[src/rtl/writeback_buffer.sv]
// Result capture FIFO between the arithmetic pipeline and the common data bus.
// Absorbs every valid result (the pipeline cannot be stalled) and stalls issue early enough to never drop one.
module writeback_buffer #(
    parameter int DEPTH = 4,
    parameter int PTR_W = 2
) (
    input  logic             clk,
    input  logic             rst_n,
    input  logic             in_valid,
    input  logic [4:0]       in_rob_entry,
    input  logic [4:0]       in_dest_reg,
    input  logic [4:0]       in_flag_reg,
    input  logic [7:0]       in_result_val,
    input  logic [7:0]       in_result_flags,
    input  logic [7:0]       in_arch_dest_regs,
    input  logic             flush,
    input  logic             cdb_grant,
    output logic             cdb_valid,
    output logic [4:0]       cdb_rob_entry,
    output logic [4:0]       cdb_dest_reg,
    output logic [4:0]       cdb_flag_reg,
    output logic [7:0]       cdb_result_val,
    output logic [7:0]       cdb_result_flags,
    output logic [7:0]       cdb_arch_dest_regs,
    output logic             issue_stall,
    output logic [PTR_W:0]   count,
    output logic             overflow
);

    typedef struct packed {
        logic [4:0] rob_entry;
        logic [4:0] dest_reg;
        logic [4:0] flag_reg;
        logic [7:0] result_val;
        logic [7:0] result_flags;
        logic [7:0] arch_dest_regs;
    } wb_entry_t;

    localparam logic [PTR_W:0] FULL_CNT  = (PTR_W+1)'(DEPTH);
    localparam logic [PTR_W:0] STALL_CNT = (PTR_W+1)'(DEPTH - 1);

    wb_entry_t [DEPTH-1:0] mem;
    wb_entry_t             in_entry;
    wb_entry_t             head;
    logic [PTR_W-1:0]      wr_ptr;
    logic [PTR_W-1:0]      rd_ptr;
    logic                  full;
    logic                  pop;
    logic                  push;

    assign in_entry = '{rob_entry:      in_rob_entry,
                        dest_reg:       in_dest_reg,
                        flag_reg:       in_flag_reg,
                        result_val:     in_result_val,
                        result_flags:   in_result_flags,
                        arch_dest_regs: in_arch_dest_regs};

    assign full      = (count == FULL_CNT);
    assign cdb_valid = (count != '0);
    assign pop       = cdb_valid && cdb_grant;
    // A push into a full buffer is still legal when the head leaves the same cycle.
    assign push      = in_valid && (!full || pop);

    // One entry of slack covers the result already inside the one-stage pipeline.
    assign issue_stall = (count >= STALL_CNT);

    assign head               = mem[rd_ptr];
    assign cdb_rob_entry      = head.rob_entry;
    assign cdb_dest_reg       = head.dest_reg;
    assign cdb_flag_reg       = head.flag_reg;
    assign cdb_result_val     = head.result_val;
    assign cdb_result_flags   = head.result_flags;
    assign cdb_arch_dest_regs = head.arch_dest_regs;

    always_ff @(posedge clk or negedge rst_n) begin
        if (!rst_n) begin
            mem    <= '0;
            wr_ptr <= '0;
            rd_ptr <= '0;
            count  <= '0;
        end else if (flush) begin
            wr_ptr <= '0;
            rd_ptr <= '0;
            count  <= '0;
        end else begin
            if (push) begin
                mem[wr_ptr] <= in_entry;
                wr_ptr      <= wr_ptr + PTR_W'(1);
            end
            if (pop)
                rd_ptr <= rd_ptr + PTR_W'(1);
            case ({push, pop})
                2'b10:   count <= count + (PTR_W+1)'(1);
                2'b01:   count <= count - (PTR_W+1)'(1);
                default: count <= count;
            endcase
        end
    end

    // Sticky until reset; flush leaves the error visible.
    always_ff @(posedge clk or negedge rst_n) begin
        if (!rst_n)
            overflow <= 1'b0;
        else if (!flush && in_valid && full && !pop)
            overflow <= 1'b1;
    end

endmodule

[config.mk]
export PLATFORM = sky130hd
export DESIGN_NAME = writeback_buffer
export DESIGN_NICKNAME = d
export VERILOG_FILES = /design/src/rtl/writeback_buffer.sv
export SDC_FILE = /design/constraint.sdc
export NUM_CORES = 1
export LEC_CHECK = 0
export BUFFER_PORTS_ARGS = -buffer_cell sky130_fd_sc_hd__clkbuf_2
export CAP_MARGIN = 15
export CORE_UTILIZATION = 40
export DETAILED_ROUTE_END_ITERATION = 8
export PLACE_DENSITY = 0.63
export SLEW_MARGIN = 10
export SYNTH_ARGS = -nofsm -noshare
export SYNTH_HDL_FRONTEND = slang
export SYNTH_SLANG_ARGS = --single-unit
[constraint.sdc]
create_clock -name clk -period 3.35 [get_ports clk]
set_input_delay 0.1675 -clock clk [delete_from_list [all_inputs] [get_ports clk]]
set_output_delay 0.1675 -clock clk [all_outputs]
set_load 0.01 [all_outputs]
After elaboration in Yosys (flattened, before gate mapping)
Cells that the tools add are included.
- add/subtract/negate cells: 4
- $lt $le $gt $ge: 4
- equal/unequal tests: 3
- multiplexer cells: 11
- bitwise logic cells: 1
- reductions and logical operators: 15
- operators with widths (cell ; count):
    $bwmux W156 ; 1
    $bmux W39 S2 ; 1
    $demux W39 S2 ; 1
    $mux W39 ; 2
    $mux W2 ; 4
    $logic_and A1 B1 Y1 ; 6
    $lt A2 B3 Y1 const B ; 2
    $pmux W3 S2 ; 1
    $reduce_bool A3 Y1 ; 2
    $add A2 B1 Y2 const B ; 2
    $reduce_bool A2 Y1 ; 2
    $add A3 B1 Y3 const B ; 1
    $eq A3 B3 Y1 const B ; 1
    $ge A3 B2 Y1 const B ; 1
    $logic_not A1 Y1 ; 3
    $mux W3 ; 1
    $sub A3 B1 Y3 const B ; 1
    $eq A2 B1 Y1 const B ; 1
    $eq A2 B2 Y1 const B ; 1
    $ge A2 B1 Y1 const B ; 1
    $reduce_and A2 Y1 ; 1
    $logic_or A1 B1 Y1 ; 1
    $not A1 Y1 ; 1
- register bits: 164
- input port bits: 44
- output and inout port bits: 45
- logic and storage cells: 66

Longest topological paths before layout
- word-level depth: 7
- depth in mapped cells: 7
- gate-level depth less buffers: 6

Worst setup path after synthesis
OpenSTA, ideal clock, no wires.
- path kind: flip-flop to flip-flop
- start point: reg count[0]
- end point: reg count[2]
- library setup time: 0.082 ns
- arrival time: 2.347 ns
- data required time: 3.268 ns
- setup slack: 0.921 ns
- cell stages (with the launch flop): 8
- buffers on the path: 1
- clock period less this slack: 2.429 ns
- path through: dfrtp_1 clkbuf_1 o31ai_1 nor2_1 fa_1 or3b_2 or3_1 a31oi_1
- word-level cells in the longest chain between the ends: 7
- elaborated cells on any way between the ends: 13
- classes of those cells: add/sub: 2; eq/ne: 3; mux: 2; reduce/logical: 6
- ends and longest elaborated chain (item ; line ; source):
    from (decl) ; 26 ; output logic [PTR_W:0] count,
    from (signal assigned) ; 93 ; 2'b10: count <= count + (PTR_W+1)'(1);
    from (signal assigned) ; 94 ; 2'b01: count <= count - (PTR_W+1)'(1);
    from (signal assigned) ; 95 ; default: count <= count;
    $eq A3 B3 Y1 or $reduce_bool A3 Y1 (tied branches) ; 58, 59 ;
    $logic_not A1 Y1 or $logic_and A1 B1 Y1 (tied branches) ; 62, 60 ;
    $logic_or A1 B1 Y1 ; 62 ; assign push = in_valid && (!full || pop);
    $logic_and A1 B1 Y1 ; 62 ;
    $eq A2 B1 Y1 or $eq A2 B2 Y1 (tied branches) ; 92 ; case ({push, pop})
    $pmux W3 S2 ; 92 ;
    $mux W3 ; 81 ; end else if (flush) begin
Several ways; a longest one is shown, not always the timed one.
A chain may end at the register's enable or synchronous reset.

Worst setup path after layout
Same ends and word-level chain as after synthesis.

==> qor.csv <==
stage,metric,value,unit
power_and_ir_drop,switching share of power,0.255,
critical_path,Worst EP arrival,2.86,ns
timing,final setup vio count,0,
critical_path,crit path cell chain,"o31ai_1, nor2_1, fa_1, or3b_2, or3_1, a31oi_1",
timing,final number of hold-violating endpoints,0,
timing,post-route minimum period,2.52,ns
clocking,htree depth,4,
critical_path,worst setup path end,count[2]$_DFFE_PN0P_,
logic_synthesis,Synth Flop Type,dfrtp_1,
critical_path,CP max-delay cell,dfrtp_1,
timing,Max Clock Freq,397,MHz
floorplan,Core Footprint,18200,um2
routing,via count,4100,
logic_synthesis,library cells used by synthesis,34,
critical_path,crit-path max FO,13,
routing,Detailed Routing Iterations Pass 1,6,
critical_path,R2R depth,6,
global_route,number of global-route vias before repair,4626,
floorplan,Ports,89,
logic_synthesis,"Seq/Total Area, Yosys",0.545,
clocking,CTS root buf,clkbuf_16,
final_layout,final std cells w/o fill,770,
floorplan,Starting Density,0.413,
timing,RSZ-0062 raised after global routing,false,
global_route,met1 track demand over resource,0.218,
critical_path,Startpoint Class,flop,
critical_path,crit-path max cell delay,0.53,ns
critical_path,RR Startpoint,count[0]$_DFFE_PN0P_,
timing,fin. max-slew vios,0,
routing,final WL,15100,um
logic_synthesis,Mapped Avg Cell Area,17.0,um2
clocking,CTS tree,built,
routing,Avg WL per Cell,19.7,um
routing,Iteration-0 DRC Markers,175,
critical_path,CP endpoint kind,flop,
placed_design,DP HPWL,9720,um
global_route,met3 Usage GRT,0.0483,
floorplan,die height,139,um
global_route,GR Overflow Total,0,
power_and_ir_drop,Comb pwr share,0.243,
floorplan,die area,19400,um2
floorplan,Die Wd,139,um
status,status,finished with violations,
logic_synthesis,Yosys reg bits,164,
placed_design,Cells after DPL,737,
power_and_ir_drop,Sequential Power Share,0.435,
worst_hold_path,Hold Path Class,input pin to flop,
clocking,CTS max path bufs,2,
power_and_ir_drop,Sw Pwr,1.64,mW
power_and_ir_drop,Pleak,4.12,nW
global_route,first-pass GRT wire length,25200,um
clocking,"Setup Fix Bufs, Post-CTS",0,
power_and_ir_drop,Power Total,6.45,mW
flow_run,Max-cap violations,0,
final_layout,most frequent cells in the layout,"dfrtp_1 (162), mux2_2 (116), clkbuf_2 (87), mux2_4 (40), mux4_2 (39)",
critical_path,reg2reg end,count[2]$_DFFE_PN0P_,
timing,pin slew with the least headroom to its limit,0.848,ns
power_and_ir_drop,pwr dens,734,nW/um2
placed_design,buffers added on ports,88,
global_route,GRT busiest layer,met2,
global_route,largest net degree at the start of global routing,93,
clocking,CTS Buf Count,17,
final_layout,Fill cells,1539,
logic_synthesis,fraction of registers with async set/reset,1.00,
timing,setup_tns,0,ns
floorplan,row count,49,
power_and_ir_drop,Max IR drop VDD,0.298,mV
timing,worst rel slew slack,0.434,
routing,residual DRC count,7,
routing,"antenna viol nets, final",0,
critical_path,Critical Path RT,3.69,ns
critical_path,crit path from,count[0]$_DFFE_PN0P_,
final_layout,layout cells sized above 1,0.612,
power_and_ir_drop,Clock power frac,0.323,
critical_path,crit path kind,flop to flop,
logic_synthesis,Syn. warnings,0,
final_layout,n_diodes,0,
clocking,clk_lat worst skew,0.42,ns
logic_synthesis,Synth Cell Area,7520,um2
final_layout,# nets final,577,
clocking,post-CTS sizing,0,
placed_design,dpl ws,0.869,ns
critical_path,flop2flop setup slack,0.83,ns
clocking,CTS sink cnt,164,
logic_synthesis,number of enable flip-flop cells after synthesis,0,
placed_design,Final GP Congestion,0.737,
routing,vias per cell,5.32,
status,violated checks,design-rule violations,
timing,Final period util,0.752,
final_layout,"commonest non-fill, non-tap cell in the layout",dfrtp_1,
global_route,M2 GR Usage,0.284,
logic_synthesis,Post-Syn Instances,442,
timing,Final WS setup,0.830,ns
global_route,GRT Total Usage,0.171,
power_and_ir_drop,Internal,4.81,mW
timing,skew final,0.00828,ns
final_layout,Area Growth Syn to Fin,16.8,%
global_route,initial antenna violation count,0,
clocking,clock-pin slew on the worst setup and hold paths,0.06,ns
logic_synthesis,"Net Count, Synth",491,
[how the worst min path moves through the flow]
stage	from	to	slack, ns	cells past startpoint
2_1_floorplan	rst_n	count[0]$_DFFE_PN0P_	-0.13	0
3_3_place_gp	rst_n	mem[31]$_DFFE_PN0P_	0.29	1
3_5_place_dp	rst_n	mem[31]$_DFFE_PN0P_	0.31	1
4_1_cts	in_result_val[1]	mem[134]$_DFFE_PN0P_	0.007	2
5_1_grt	in_flag_reg[2]	mem[26]$_DFFE_PN0P_	0.01	2
6_report	in_arch_dest_regs[4]	mem[121]$_DFFE_PN0P_	0.02	2
[cell families (layout without fill, tap and decap cells)]
group / Yosys count / after routing / share of synthesized area
buffers and inverters: 36 / 135 / 0.0376
flip-flops: 164 / 164 / 0.545
AO/OA/AOI/OAI: 16 / 16 / 0.0140
XOR/XNOR: 4 / 4 / 0.00466
multiplexers: 195 / 195 / 0.370
AND/OR/NAND/NOR: 22 / 22 / 0.0190
adder cells (fa/ha/maj): 5 / 5 / 0.00931
[flip-flops by register name, indices dropped and copies added (netlist names)]
name      cells
rd_ptr        2
mem         156
wr_ptr        2
overflow      1
count         3
[stage by stage]
stage / hold WS, ns / utilization / cell area (um2)
3_5_place_dp: 0.308 / 0.447 / 8140
3_3_place_gp: 0.290 / 0.447 / 8140
6_report: 0.0232 / 0.483 / 8790
2_1_floorplan: -0.128 / - / 7520
5_1_grt: 0.0102 / 0.483 / 8790
4_1_cts: 0.00657 / 0.483 / 8790
[what timing repair did]
action	in CTS	in global routing
endpoints found under the setup margin	0	0
hold buffers	1	0
endpoints found under the hold margin	90	0
[power by group through the flow]
stage | logic [mW] | clock network (mW) | registers (mW)
6_report | 1.56 | 2.08 | 2.81
5_1_grt | 1.69 | 2.23 | 2.87
4_1_cts | 1.60 | 2.14 | 2.81
3_5_place_dp | 1.59 | 0 | 2.84
3_3_place_gp | 1.54 | 0 | 2.79
2_1_floorplan | 1.18 | 0 | 2.72
[critical path: cells and delay by family, from the launching register on]
kind                       cells  cell delay [ns]
and+or+nand+nor                3             0.93
AOI/OAI and AO/OA              2             0.60
DFF                            1             0.53
adders and majority gates      1             0.39
[cells in the mapped netlist (2+ instances only)]
cell | count | area [um2]
dfrtp_1 | 164 | 4100
mux2_2 | 116 | 1310
mux2_4 | 40 | 601
mux4_2 | 39 | 878
buf_4 | 8 | 60.1
clkbuf_1 | 7 | 26.3
buf_2 | 6 | 30.0
buf_6 | 6 | 67.6
nor2_1 | 5 | 18.8
a21oi_1 | 4 | 20.0
buf_12 | 4 | 80.1
ha_1 | 4 | 50.1
inv_1 | 4 | 15.0
nand3_1 | 4 | 20.0
nand3_2 | 4 | 40.0
o21ai_0 | 3 | 15.0
xor2_1 | 3 | 26.3
a21o_1 | 2 | 15.0
nand2_1 | 2 | 7.51
o2111ai_1 | 2 | 17.5
or3_1 | 2 | 12.5
[metal layers]
layer  wire (um)  up-vias
met5           0        -
met4         173        0
met3         594       15
met2        7600       84
met1        6770     2185
li1            -     1816
[final cells by class]
| class | instances | area [um2] | share of cell area |
|---|---|---|---|
| Clock buffer | 24 | 492 | 0.0559 |
| Multi-Input combinational cell | 242 | 3140 | 0.357 |
| Timing Repair Buffer | 99 | 607 | 0.0690 |
| Tap cell | 229 | 287 | 0.0326 |
| Clock inverter | 8 | 146 | 0.0167 |
| Sequential cell | 164 | 4110 | 0.467 |
| Inverter | 4 | 15.0 | 0.00171 |
(Power assumes the default switching activity.)
